[src/rtl/regfile_pkg.sv]
// Shared constants and clear-sweep state encoding for the multi-port register file.
// Latency: n/a (types and constants only).
// Backpressure: n/a (types and constants only).
package regfile_pkg;

    // Default geometry: 32 x 32-bit registers, two read ports.
    localparam int DEF_DATA_W = 32;
    localparam int DEF_ADDR_W = 5;
    localparam int DEF_NUM_RD = 2;

    // Clear sweep state machine encoding.
    typedef enum logic {
        IDLE  = 1'b0,
        SWEEP = 1'b1
    } clearState_t;

    // Number of registers addressed by an address of the given width.
    function automatic int depthOf(input int addrW);
        return 1 << addrW;
    endfunction

endpackage

[src/rtl/regfile_clear_fsm.sv]
// Background clear sweep controller: walks registers 1..DEPTH-1, one per cycle.
// Latency: busy the cycle after Clear is sampled, done pulse DEPTH cycles after it.
// Backpressure: none taken; ClearBusy tells the write side to drop and stall.
module regfile_clear_fsm
    import regfile_pkg::*;
#(
    parameter int ADDR_W = DEF_ADDR_W
) (
    input  logic              Clock,
    input  logic              Reset,
    input  logic              Clear,
    output logic              ClearBusy,
    output logic              ClearDone,
    output logic              ClearStrobe,
    output logic [ADDR_W-1:0] ClearAddr
);

    // Last register touched by the sweep; the index never wraps past it.
    localparam logic [ADDR_W-1:0] LAST_IDX = ADDR_W'(depthOf(ADDR_W) - 1);

    clearState_t       state;
    logic [ADDR_W-1:0] index;

    // Sweep sequencing: Clear in IDLE starts at register 1, Clear during SWEEP is ignored,
    // and the final register clears on the same edge that returns to IDLE and raises done.
    always_ff @(posedge Clock) begin
        if (Reset) begin
            state     <= IDLE;
            index     <= '0;
            ClearBusy <= 1'b0;
            ClearDone <= 1'b0;
        end else begin
            ClearDone <= 1'b0;
            case (state)
                IDLE: begin
                    if (Clear) begin
                        state     <= SWEEP;
                        index     <= ADDR_W'(1);
                        ClearBusy <= 1'b1;
                    end
                end
                SWEEP: begin
                    if (index == LAST_IDX) begin
                        state     <= IDLE;
                        ClearBusy <= 1'b0;
                        ClearDone <= 1'b1;
                    end else begin
                        index <= index + ADDR_W'(1);
                    end
                end
                default: begin
                    state     <= IDLE;
                    ClearBusy <= 1'b0;
                end
            endcase
        end
    end

    // The storage zeroes the indexed register on every edge spent in SWEEP.
    assign ClearStrobe = (state == SWEEP);
    assign ClearAddr   = index;

endmodule

[src/rtl/regfile_mp.sv]
// Multi-read, dual-write register file with zero register and background clear sweep.
// Latency: reads combinational; writes visible next cycle (same cycle with REGFILE_BYPASS_EN).
// Backpressure: writes silently dropped while ClearBusy is high; upstream stalls on it.
module regfile_mp
    import regfile_pkg::*;
#(
    parameter int DATA_W = DEF_DATA_W,
    parameter int ADDR_W = DEF_ADDR_W,
    parameter int NUM_RD = DEF_NUM_RD
) (
    input  logic                     Clock,
    input  logic                     Reset,
    input  logic                     WrEnA,
    input  logic [ADDR_W-1:0]        WrAddrA,
    input  logic [DATA_W-1:0]        WrDataA,
    input  logic                     WrEnB,
    input  logic [ADDR_W-1:0]        WrAddrB,
    input  logic [DATA_W-1:0]        WrDataB,
    input  logic [NUM_RD*ADDR_W-1:0] ReadAddr,
    output logic [NUM_RD*DATA_W-1:0] ReadData,
    input  logic                     Clear,
    output logic                     ClearBusy,
    output logic                     ClearDone
);

    localparam int DEPTH = depthOf(ADDR_W);

    logic [DATA_W-1:0] registers [DEPTH];

    logic              clearStrobe;
    logic [ADDR_W-1:0] clearAddr;
    logic              wrAcceptA;
    logic              wrAcceptB;

    regfile_clear_fsm #(
        .ADDR_W (ADDR_W)
    ) uClearFsm (
        .Clock       (Clock),
        .Reset       (Reset),
        .Clear       (Clear),
        .ClearBusy   (ClearBusy),
        .ClearDone   (ClearDone),
        .ClearStrobe (clearStrobe),
        .ClearAddr   (clearAddr)
    );

    // A write lands only for a nonzero address while no sweep is running.
    assign wrAcceptA = WrEnA && (WrAddrA != '0) && !ClearBusy;
    assign wrAcceptB = WrEnB && (WrAddrB != '0) && !ClearBusy;

    // Storage update: reset clears everything, the sweep zeroes one entry per cycle,
    // otherwise port B is applied after port A so B wins on an address collision.
    always_ff @(posedge Clock) begin
        if (Reset) begin
            for (int i = 0; i < DEPTH; i++) begin
                registers[i] <= '0;
            end
        end else if (clearStrobe) begin
            registers[clearAddr] <= '0;
        end else begin
            if (wrAcceptA) begin
                registers[WrAddrA] <= WrDataA;
            end
            if (wrAcceptB) begin
                registers[WrAddrB] <= WrDataB;
            end
        end
    end

    // Read muxing per port: stored value, optionally overridden by a same-cycle accepted
    // write (B checked last so it beats A), and forced to zero for register 0.
    always_comb begin
        logic [ADDR_W-1:0] rdAddr;
        logic [DATA_W-1:0] rdVal;
        ReadData = '0;
        rdAddr   = '0;
        rdVal    = '0;
        for (int k = 0; k < NUM_RD; k++) begin
            rdAddr = ReadAddr[k*ADDR_W +: ADDR_W];
            rdVal  = registers[rdAddr];
`ifdef REGFILE_BYPASS_EN
            if (wrAcceptA && (WrAddrA == rdAddr)) begin
                rdVal = WrDataA;
            end
            if (wrAcceptB && (WrAddrB == rdAddr)) begin
                rdVal = WrDataB;
            end
`else
            // Without bypass a same-cycle write only shows up after the commit edge.
`endif
            if (rdAddr == '0) begin
                rdVal = '0;
            end
            ReadData[k*DATA_W +: DATA_W] = rdVal;
        end
    end

endmodule
[config.mk]
export PLATFORM = sky130hd
export DESIGN_NAME = regfile_mp
export DESIGN_NICKNAME = d
export VERILOG_FILES = /design/src/rtl/regfile_pkg.sv /design/src/rtl/regfile_clear_fsm.sv /design/src/rtl/regfile_mp.sv
export SDC_FILE = /design/constraint.sdc
export NUM_CORES = 2
export LEC_CHECK = 0
export CORE_AREA = 5 5 507 509
export CTS_CLUSTER_DIAMETER = 150
export DETAILED_ROUTE_END_ITERATION = 16
export DIE_AREA = 0 0 512 514
export SLEW_MARGIN = 0
export SYNTH_ARGS = -nofsm -noshare
export SYNTH_HDL_FRONTEND = slang
export SYNTH_SLANG_ARGS = --single-unit
[constraint.sdc]
create_clock -name Clock -period 9.6 [get_ports Clock]
set_input_delay 1.92 -clock Clock [delete_from_list [all_inputs] [get_ports Clock]]
set_output_delay 1.92 -clock Clock [all_outputs]
set_load 0.05 [all_outputs]
Yosys cells after proc, flatten, opt, wreduce, memory -nomap -nowiden
Memories as Yosys holds them, arrays and structs flattened.
Index checks and enable logic that the tools add are counted.
{"block": "classes", "mux": 34, "reduce_logical": 15, "n_bitwise": 1, "n_eq_ne": 4, "n_addsub": 1}
{"cell": "32-bit 2-to-1 mux", "count": 5}
{"cell": "32-bit OR reduction", "count": 3}
{"cell": "5-bit 2-to-1 mux", "count": 5}
{"cell": "1-bit 2-to-1 mux", "count": 21}
{"cell": "5-bit logical NOT", "count": 2}
{"cell": "5-bit one-hot mux with 2 select lines", "count": 1}
{"cell": "5-bit nonzero test", "count": 2}
{"cell": "2-bit inequality test (second input constant)", "count": 3}
{"cell": "5-bit by 1-bit adder with 5-bit output (second input constant)", "count": 1}
{"cell": "5-bit == test (second input constant)", "count": 1}
{"cell": "1-bit logical AND", "count": 4}
{"cell": "1-bit one-hot mux with 2 select lines", "count": 2}
{"cell": "2-bit AND reduction", "count": 2}
{"cell": "2-bit OR reduction", "count": 1}
{"cell": "1-bit logical NOT", "count": 1}
{"cell": "1-bit inverter", "count": 1}
{"block": "totals", "regBits": 8, "out_inout_bits": 66, "inputBits": 89, "n_memories": 1, "ramBits": 1024, "wordCells": 60}
{"memory": "registers", "words": 32, "width": 32, "rd": 2, "rd_ports_with_merged_regs": 0, "wr": 32, "line": "regfile_mp.sv:28", "source": "logic [DATA_W-1:0] registers [DEPTH];"}

Longest topological paths before layout
{"block": "logic_depth", "depth_word": 9, "ltp_mapped": 11, "mapped_depth_nobuf": 7}

Modules after synthesis
From an unflattened synthesis, not the netlist that was laid out.
{"block": "unflattened", "cells_unflattened": 5175, "area_unflattened_um2": 63051.7}
{"module": "regfile_mp", "n_inst": 1, "area_each_um2": 62685.1, "cells_per_inst": 5133}
{"module": "regfile_clear_fsm", "n_inst": 1, "area_each_um2": 366.6, "cells_per_inst": 42}

Least setup slack after synthesis
OpenSTA, ideal clock, no wires.
{"block": "synth_timing", "path_type": "input-to-output", "start": "input ReadAddr[6]", "end": "output ReadData[38]", "slack_ns": 3.195, "stages": 8, "n_path_buf": 4, "arrival_time_ns": 4.485, "cell_sequence": "clkbuf_1 -> clkbuf_1 -> buf_1 -> clkbuf_1 -> mux4_2 -> mux2_2 -> o21ai_0 -> a31oi_1"}
{"block": "synth_between", "elab_chain_cells": 2}
{"item": "from (decl)", "line": "regfile_mp.sv:19", "source": "input logic [NUM_RD*ADDR_W-1:0] ReadAddr,"}
{"item": "memory 32 x 32 bit / 5-bit logical NOT (equally long branches)"}
{"item": "32-bit 2-to-1 mux (*)", "line": "regfile_mp.sv:91", "source": "if (rdAddr == '0) begin"}
{"item": "to (decl)", "line": "regfile_mp.sv:20", "source": "output logic [NUM_RD*DATA_W-1:0] ReadData,"}
Mark *: on every way between the ends. The rest lies on a longest branch, timed or not.

Final worst setup path
{"block": "layout_timing", "start": "input ReadAddr[8]", "end": "output ReadData[49]"}
The elaborated chain is that of the path after synthesis.

==> results_dict.tcl <==
set metrics [dict create \
    io_buffer_count 154 \
    cts_root_buf "clkbuf_16" \
    r2r_start "uClearFsm.ClearStrobe" \
    synth_top_cell_by_area "edfxtp_1" \
    fill_cells 25300 \
    detail_route.wl_per_cell_um 32.0 \
    nets 4912 \
    crit_fanout 40 \
    crit_chain "buf_2 > or2_2 > nor4_2 > buf_4 > a21oi_1 > o21ai_0 > a31oi_1 > clkdlybuf4s50_1" \
    finalClockSkew_ns 0.0298 \
    cts_tree "yes" \
    syn_inst 5065 \
    end_kind "output port" \
    switching_share_pct 27.8 \
    core_area_mm2 0.253 \
    grt_pass1_wl_um 370000 \
    slowest_stage "clkdlybuf4s50_1" \
    synthDistinctLibCells 65 \
    cts_buffers 108 \
    gp_congestion 0.960 \
    synth_edf_count 1024 \
    hold_class "reg -> reg" \
    cp_slowest_stage_delay_ns 0.99 \
    grt_pass1_vias 47100 \
    pwr-share-seq_pct 46.0 \
    rsz0062_at_grt "no" \
    yosysMostFrequentCell "nand2_1" \
    dpl.hpwl_um 162000 \
    crit_start "ReadAddr[8]" \
    io_pins 155 \
    drt_wl_total_um 265000 \
    drv_cap 0 \
    num_rows 185 \
    tns_ns 0 \
    clkLatencyLatePin_ns 0.75 \
    synth-main-ff-cell "edfxtp_1" \
    async_reset_ff_share_pct 0 \
    drcViolationCount 0 \
    holdWs_ns 0.603 \
    cts_setup_buffers 0 \
    slew_headroom_pct 3.19 \
    area_growth_pct 13.9 \
    drtPass1Iterations 7 \
    cp_top_family "buffers and inverters" \
    ir_drop_mv 0.140 \
    mappedNetlistArea_mm2 0.0625 \
    cts_hold_buffers 0 \
    dp.cells 8077 \
    htree_levels 3 \
    worstHoldStart "uClearFsm.ClearAddr[0]" \
    cts_num_sinks 1032 \
    netlist_top_cells_area "edfxtp_1 49%, mux4_2 18%, nand2_1 6.3%" \
    synth_top_cell_area_share_pct 49.2 \
    dieArea_mm2 0.263 \
    yosys_warnings 0 \
    dieHeight_um 514 \
    fin_cells 8281 \
    ys_seq_area_share_pct 49.4 \
    p_switching_w 0.00317 \
    drt_iter0_markers 8818 \
    p_clk_share_pct 39.1 \
    worstSetupPathType "in -> out" \
    power.density_mw_per_mm2 160 \
    drtAntennaViolNets 0 \
    design_area_mm2 0.0712 \
    clk_pin_slew_worst_paths_ns 0.06 \
    finalSetupViolCount 0 \
    period_share_pct 84.4 \
    start_util_pct 24.8 \
    cts_resized 0 \
    fin_ws_ns 1.50 \
    timing_hold_violations_final 0 \
    max_freq_ghz 0.123 \
    outcome "finished, final reports clean" \
    p_comb_share_pct 14.9 \
    synth_seq_cells 1032 \
    cp.required_ns 7.68 \
    p_leak_nw 22.4 \
    slew_viol_final 0 \
    die_width_um 512 \
    clk_path_buf_depth 3 \
    fin_crit_ns 8.10 \
    track_usage_pct 19.2 \
    syn_avg_cell_area_um2 12.3 \
    via_count 50400 \
    post-place-ws_ns 1.81 \
    placed_cell_area_mm2 0.0676 \
    via_per_inst 6.08 \
    ys_top_cells_by_count "1,043 x nand2_1, 1,024 x edfxtp_1, 576 x clkbuf_1" \
    arrival_ns 6.18 \
    worst_pin_slew_ns 1.45 \
    p_int_w 0.00822 \
    grt-ovfl-total 0 \
    critPathBufInv 3 \
    start_kind "input port" \
    drive_above_1_share_pct 22.4 \
    grt_antenna_before_repair 14 \
    grt_max_degree 122 \
]
==> metal layers <==
metal / global-route usage, % / wire length, um
met2: 29.8 / 119000
met1: 23.6 / 88700
met3: 4.70 / 34900
met5: 0 / 64
met4: 13.4 / 22500
==> power by group through the flow <==
| stage | clock [W] | sequential, W | combinational [W] |
|---|---|---|---|
| finish | 0.00445 | 0.00524 | 0.00169 |
| floorplan | 0 | 0.00529 | 0.000975 |
| detailed placement | 0 | 0.00533 | 0.00164 |
| CTS | 0.00446 | 0.00523 | 0.00164 |
| global placement | 0 | 0.00531 | 0.00164 |
| global route | 0.00464 | 0.00525 | 0.00171 |
==> worst register-to-register path, cell delays in order, from the launching register on <==
cell and delay, ns:
dfxtp_1 0.64, or4b_4 0.31, a21oi_4 0.04, buf_4 0.29
o31ai_1 0.89, nand2b_1 0.67, buf_4 0.44, nand2_2 0.09
buf_4 0.51
==> path summary, 6_finish.rpt <==
check                           endpoint  slack, ns  cells after the start
hold / removal    uClearFsm.ClearAddr[0]       0.60                      2
hold reg to reg   uClearFsm.ClearAddr[0]       0.60                      2
setup / recovery            ReadData[49]       1.50                      8
setup reg to reg        registers[23][6]       5.32                      8
==> cell families after synthesis <==
kind of cell | synth area share, %
and+or+nand+nor | 8.44
DFF | 49.4
buffers and inverters | 4.76
other | 0.00600
muxes | 21.8
AOI/OAI and AO/OA | 15.5
adders and majority gates | 0.0400
==> state kept, by name, summed over array words and instances, names as in the netlist <==
register	count
registers	1024
uClearFsm.ClearDone	1
uClearFsm.ClearBusy	1
uClearFsm.ClearAddr	5
uClearFsm.ClearStrobe	1
==> cell usage in the layout (no fill, tap or decap), types with 11 or more instances in the layout <==
master / Yosys / final
nand2b_1: 14 / 14
o31ai_2: 17 / 17
nor4_1: 78 / 75
edfxtp_1: 1024 / 1024
nor2_1: 82 / 54
clkdlybuf4s50_1: 0 / 143
o41ai_1: 380 / 380
a21oi_1: 88 / 86
buf_12: 0 / 17
clkbuf_1: 576 / 16
buf_4: 0 / 170
o21ai_0: 172 / 158
clkinv_1: 0 / 22
mux4_2: 512 / 512
a31oi_1: 47 / 47
nor3_1: 18 / 12
mux2_2: 112 / 112
a22oi_1: 50 / 49
nor2b_1: 14 / 12
nand2_2: 0 / 11
nor2_4: 0 / 26
conb_1: 1 / 32
a221oi_1: 17 / 17
o21ai_4: 0 / 14
bufinv_16: 0 / 15
clkinv_2: 0 / 21
o31ai_1: 424 / 424
a21o_1: 79 / 79
mux2i_1: 83 / 81
clkbuf_16: 0 / 111
nand2_1: 1043 / 1032
==> metrics by stage <==
stage	power (W)	utilization (%)
after floorplan	0.00627	-
after CTS	0.0113	28.2
final	0.0114	28.2
after global placement	0.00695	26.8
after global routing	0.0116	28.2
after detailed placement	0.00697	26.8
==> layout make-up <==
type,instances,area [um2],share of cell area [%]
flip-flops and latches,1032,30900,43.4
multi-input cells,3332,29300,41.2
well taps,3366,4210,5.91
repair buffers,341,3160,4.44
clock buffers,127,2840,3.98
clock inverters,70,754,1.06
inverters,6,22.5,0.0316
diodes,7,17.5,0.0246
No activity file was read; power rests on OpenSTA's default activity.
